**src/rtl/calc_sequencer.sv**
```systemverilog
// Button-driven accumulator calculator sequencing an external adder/subtractor.
// Define CALC_SATURATE_EN to saturate the accumulator on overflow instead of wrapping.
module calc_debounce #(
    parameter int DB_CYCLES = 16
) (
    input  logic clk,
    input  logic reset_n,
    input  logic raw,
    output logic pulse
);
    localparam int CW = (DB_CYCLES > 2) ? $clog2(DB_CYCLES) : 1;
    localparam logic [CW-1:0] LAST = CW'(DB_CYCLES - 1);
    localparam logic [CW-1:0] ONE  = CW'(1);

    logic          level_q;
    logic [CW-1:0] cnt_q;
    logic          hit;

    // Toggle on the DB_CYCLES-th consecutive mismatching sample.
    assign hit   = (raw != level_q) && (cnt_q == LAST);
    assign pulse = hit && raw;

    always_ff @(posedge clk or negedge reset_n) begin
        if (!reset_n) begin
            level_q <= 1'b0;
            cnt_q   <= '0;
        end else if (raw == level_q) begin
            cnt_q <= '0;
        end else if (hit) begin
            level_q <= raw;
            cnt_q   <= '0;
        end else begin
            cnt_q <= cnt_q + ONE;
        end
    end
endmodule

module calc_sequencer #(
    parameter int WIDTH     = 4,
    parameter int DB_CYCLES = 16
) (
    input  logic             clk,
    input  logic             reset_n,
    input  logic [WIDTH-1:0] sw,
    input  logic             op_sub,
    input  logic             interp,
    input  logic             btn_enter,
    input  logic             btn_clear,
    output logic [WIDTH-1:0] alu_a,
    output logic [WIDTH-1:0] alu_b,
    output logic             alu_sub,
    input  logic [WIDTH-1:0] alu_res,
    input  logic             alu_sovf,
    input  logic             alu_uovf,
    output logic [WIDTH-1:0] acc,
    output logic             ovf_flag,
    output logic             disp_sel,
    output logic [1:0]       state
);
    typedef enum logic [1:0] {
        IDLE  = 2'b00,
        ARMED = 2'b01,
        EXEC  = 2'b10,
        SHOW  = 2'b11
    } state_t;

    state_t           state_q, state_d;
    logic [WIDTH-1:0] acc_q, acc_d;
    logic [WIDTH-1:0] b_q, b_d;
    logic             sub_q, sub_d;
    logic             ovf_q, ovf_d;
    logic             enter_p, clear_p;
    logic             sel_ovf;
    logic [WIDTH-1:0] result;

    calc_debounce #(.DB_CYCLES(DB_CYCLES)) u_db_enter (
        .clk    (clk),
        .reset_n(reset_n),
        .raw    (btn_enter),
        .pulse  (enter_p)
    );

    calc_debounce #(.DB_CYCLES(DB_CYCLES)) u_db_clear (
        .clk    (clk),
        .reset_n(reset_n),
        .raw    (btn_clear),
        .pulse  (clear_p)
    );

    assign sel_ovf = interp ? alu_sovf : alu_uovf;

`ifdef CALC_SATURATE_EN
    // Signed overflow direction follows the accumulator sign.
    always_comb begin
        result = alu_res;
        if (sel_ovf) begin
            if (interp)
                result = acc_q[WIDTH-1] ? {1'b1, {(WIDTH-1){1'b0}}}
                                        : {1'b0, {(WIDTH-1){1'b1}}};
            else
                result = sub_q ? '0 : '1;
        end
    end
`else
    assign result = alu_res;
`endif

    always_comb begin
        state_d = state_q;
        acc_d   = acc_q;
        b_d     = b_q;
        sub_d   = sub_q;
        ovf_d   = ovf_q;
        if (clear_p) begin
            state_d = IDLE;
            acc_d   = '0;
            b_d     = '0;
            sub_d   = 1'b0;
            ovf_d   = 1'b0;
        end else begin
            unique case (state_q)
                IDLE: begin
                    if (enter_p) begin
                        acc_d   = sw;
                        state_d = ARMED;
                    end
                end
                ARMED, SHOW: begin
                    if (enter_p) begin
                        b_d     = sw;
                        sub_d   = op_sub;
                        state_d = EXEC;
                    end
                end
                EXEC: begin
                    acc_d   = result;
                    ovf_d   = ovf_q | sel_ovf;
                    state_d = SHOW;
                end
                default: state_d = IDLE;
            endcase
        end
    end

    always_ff @(posedge clk or negedge reset_n) begin
        if (!reset_n) begin
            state_q <= IDLE;
            acc_q   <= '0;
            b_q     <= '0;
            sub_q   <= 1'b0;
            ovf_q   <= 1'b0;
        end else begin
            state_q <= state_d;
            acc_q   <= acc_d;
            b_q     <= b_d;
            sub_q   <= sub_d;
            ovf_q   <= ovf_d;
        end
    end

    assign alu_a    = acc_q;
    assign alu_b    = b_q;
    assign alu_sub  = sub_q;
    assign acc      = acc_q;
    assign ovf_flag = ovf_q;
    assign disp_sel = (state_q == SHOW);
    assign state    = state_q;
endmodule
```
**config.mk**
```make
export PLATFORM = sky130hd
export DESIGN_NAME = calc_sequencer
export DESIGN_NICKNAME = d
export VERILOG_FILES = /design/src/rtl/calc_sequencer.sv
export SDC_FILE = /design/constraint.sdc
export NUM_CORES = 1
export LEC_CHECK = 0
export BUFFER_PORTS_ARGS = -buffer_cell sky130_fd_sc_hd__buf_2
export CAP_MARGIN = 20
export CORE_UTILIZATION = 53
export DETAILED_ROUTE_END_ITERATION = 8
export PLACE_DENSITY = 0.8
export SYNTH_ARGS = -nofsm -noshare
export SYNTH_HDL_FRONTEND = slang
export SYNTH_SLANG_ARGS = --single-unit
```
**constraint.sdc**
```tcl
create_clock -name clk -period 4.4 [get_ports clk]
set_input_delay 0.88 -clock clk [delete_from_list [all_inputs] [get_ports clk]]
set_output_delay 0.88 -clock clk [all_outputs]
set_load 0.005 [all_outputs]
```
==> flow_summary.yaml <==
status:
  status: "complete, no violations"
layout:
  nets: 148
  area_growth_pct: 13.9
  final_common_cell: "buf_2"
  mostFrequentLayoutCells: "32 x buf_2, 22 x dfrtp_1, 10 x o21ai_0, 8 x nor2_1, 8 x a21oi_1"
  fill_cells: 178
  drive_gt1_share_pct: 33.3
  antennaDiodeCount: 0
route:
  drc: 0
  wl_per_cell_um: 13.1
  first_pass_iters: 4
  vias_per_cell: 5.71
  antenna_left: 0
  drt_iter0_drc: 12
  routed_wl_um: 2040
  num_vias: 890
sta:
  fin_crit_sh_pct: 45.2
  fin_skew_ns: 0.0133
  finalSetupViolations: 0
  setup_tns_ns: 0
  max-slew-margin-rel_pct: 68.4
  max_freq_mhz: 503
  worstMarginPinSlew_ns: 0.474
  hold_ws_ns: 0.499
  fin_crit_ns: 1.99
  slew_viol_final: 0
  hold_viol_final: 0
  rsz0062_at_grt: "no"
global_routing:
  overflow: 0
  grt_max_degree: 23
  antenna_found_initial: 0
  first_global_vias: 806
  grt_first_pass_wirelength_um: 3280
  track_usage_pct: 20.9
synth:
  syn-instance-count: 101
  synth_compound_area_share_pct: 15.6
  synth_top_family_by_area: "simple AND/OR/NAND/NOR gates"
  synth_xor_area_share_pct: 3.17
  avgSynthCellArea_um2: 10.9
  synth_mux_area_share_pct: 2.95
  synth_fa_ha_area_share_pct: 2.27
  netlist_area_um2: 1100
  syn_nets: 119
  ys_seq_elements: 22
  yosys.area_share.simple_pct: 18.1
  synth_warnings: 0
  ys_types: 26
  ys_seq_area_share_pct: 49.9
pwr:
  irDropWorstVdd_v: 0.000197
  finalPower_w: 0.000380
  leakagePower_nw: 0.594
  cellPowerDensity_nw_per_um2: 302
worst_setup_path:
  path_class: "reg -> out"
  end_kind: "output pin"
  worst_setup_path_start_kind: "register"
  crit_arrival_ns: 1.11
  cp_data_required_time_ns: 3.52
  cp_max_fo: 11
clock_tree:
  hold_buffers: 0
  clock-root-buffer: "clkbuf_4"
  h-tree-depth: 1
  insertion_delay_ns: 0.30
  cts_setup_buffers: 0
  cts_buffers: 3
  clock_sinks: 22
  cts_tree: "done"
  path_clk_slew_ns: 0.12
  clockBufferDepth: 2
  cts_resized: 0
place:
  numPortBuffers: 32
  routabilityCongestion: 0.812
  hpwlAfterDp_um: 1560
flow_run:
  cap_violations: 0
floorplanning:
  num_rows: 16
  start_util_pct: 56.2
  ios: 33
  die_area_um2: 2270
  die_height_um: 47.6
  die_x_um: 47.6
  coreArea_um2: 1960
hold_path:
  min_path_type: "reg -> reg"
per-stage QoR:
stage / setup slack (ns) / cells / instance area [µm²] / utilization, %
floorplan: 2.74 / 101 / 1100 / -
global placement: 2.61 / 152 / 1220 / 62.2
detailed placement: 2.50 / 152 / 1220 / 62.2
CTS: 2.41 / 156 / 1260 / 64.1
global route: 2.33 / 156 / 1260 / 64.1
finish: 2.41 / 156 / 1260 / 64.1
layer usage:
layer / track usage [%] / vias up / part of all wire [%]
li1: - / 424 / -
met1: 24.4 / 425 / 44
met2: 36.7 / 37 / 48
met3: 3.40 / 4 / 6.8
met4: 11.1 / 0 / 1.4
met5: 0 / - / 0
final cells by class:
type                            instances  area (µm²)  share of cell area (%)
Timing Repair Buffer                   33         168                    13.3
Inverter                                1        3.75                   0.299
Multi-Input combinational cell         69         465                    37.0
Sequential cell                        22         551                    43.8
Clock buffer                            4        36.3                    2.89
Tap cell                               27        33.8                    2.69
report_power, final:
group	leakage (nW)	switching (W)	internal, W
logic	0.281	0.0000222	0.0000238
registers	0.292	0.0000116	0.000214
clock network	0.0210	0.0000577	0.0000505
total	0.594	0.0000915	0.000289
worst paths after layout:
check                                    start                  end  slack [ns]  depth (start not counted)
setup / recovery                      state[0]             disp_sel        2.41                          2
max in group asynchronous              reset_n  u_db_enter.cnt_q[0]        3.55                          1
min in group asynchronous              reset_n               acc[1]        0.51                          1
hold / removal             u_db_enter.cnt_q[0]  u_db_enter.cnt_q[0]        0.50                          1
hold reg to reg            u_db_enter.cnt_q[0]  u_db_enter.cnt_q[0]        0.50                          1
setup reg to reg           u_db_enter.cnt_q[0]               acc[3]        2.82                          4
kinds of logic after synthesis:
family	after synthesis
XOR/XNOR	4
adder cells (fa/ha/maj)	2
AND/OR/NAND/NOR	32
buffers and inverters	10
flip-flops	22
multiplexers	3
AO/OA/AOI/OAI	28
registers in the layout, indices dropped and copies added (netlist names):
register            flops
acc                     4
alu_b                   4
u_db_clear.cnt_q        4
u_db_enter.cnt_q        4
state                   2
alu_sub                 1
ovf_flag                1
u_db_clear.level_q      1
u_db_enter.level_q      1
worst max-delay path, stage by stage, from the launching register on:
cell	delay (ns)
dfrtp_1	0.49
and2_1	0.19
buf_2	0.12
Yosys cell counts, drive strengths merged:
cell type	count	area, µm²
a211oi	2	15.0
a21o	1	7.51
a21oi	8	40.0
a311oi	5	43.8
a31oi	1	6.26
and2	2	12.5
and4b	1	13.8
buf	6	52.6
clkbuf	3	31.3
dfrtp	22	551
ha	2	25.0
inv	1	3.75
mux2	2	22.5
mux2i	1	10.0
nand2	1	3.75
nand3	7	35.0
nand4b	6	52.6
nor2	8	30.0
nor2b	2	12.5
nor3b	3	22.5
o21ai	10	50.1
o21ba	1	10.0
or2b	2	17.5
xnor2	4	35.0
Note: power is estimated with default switching activity, not from simulation.
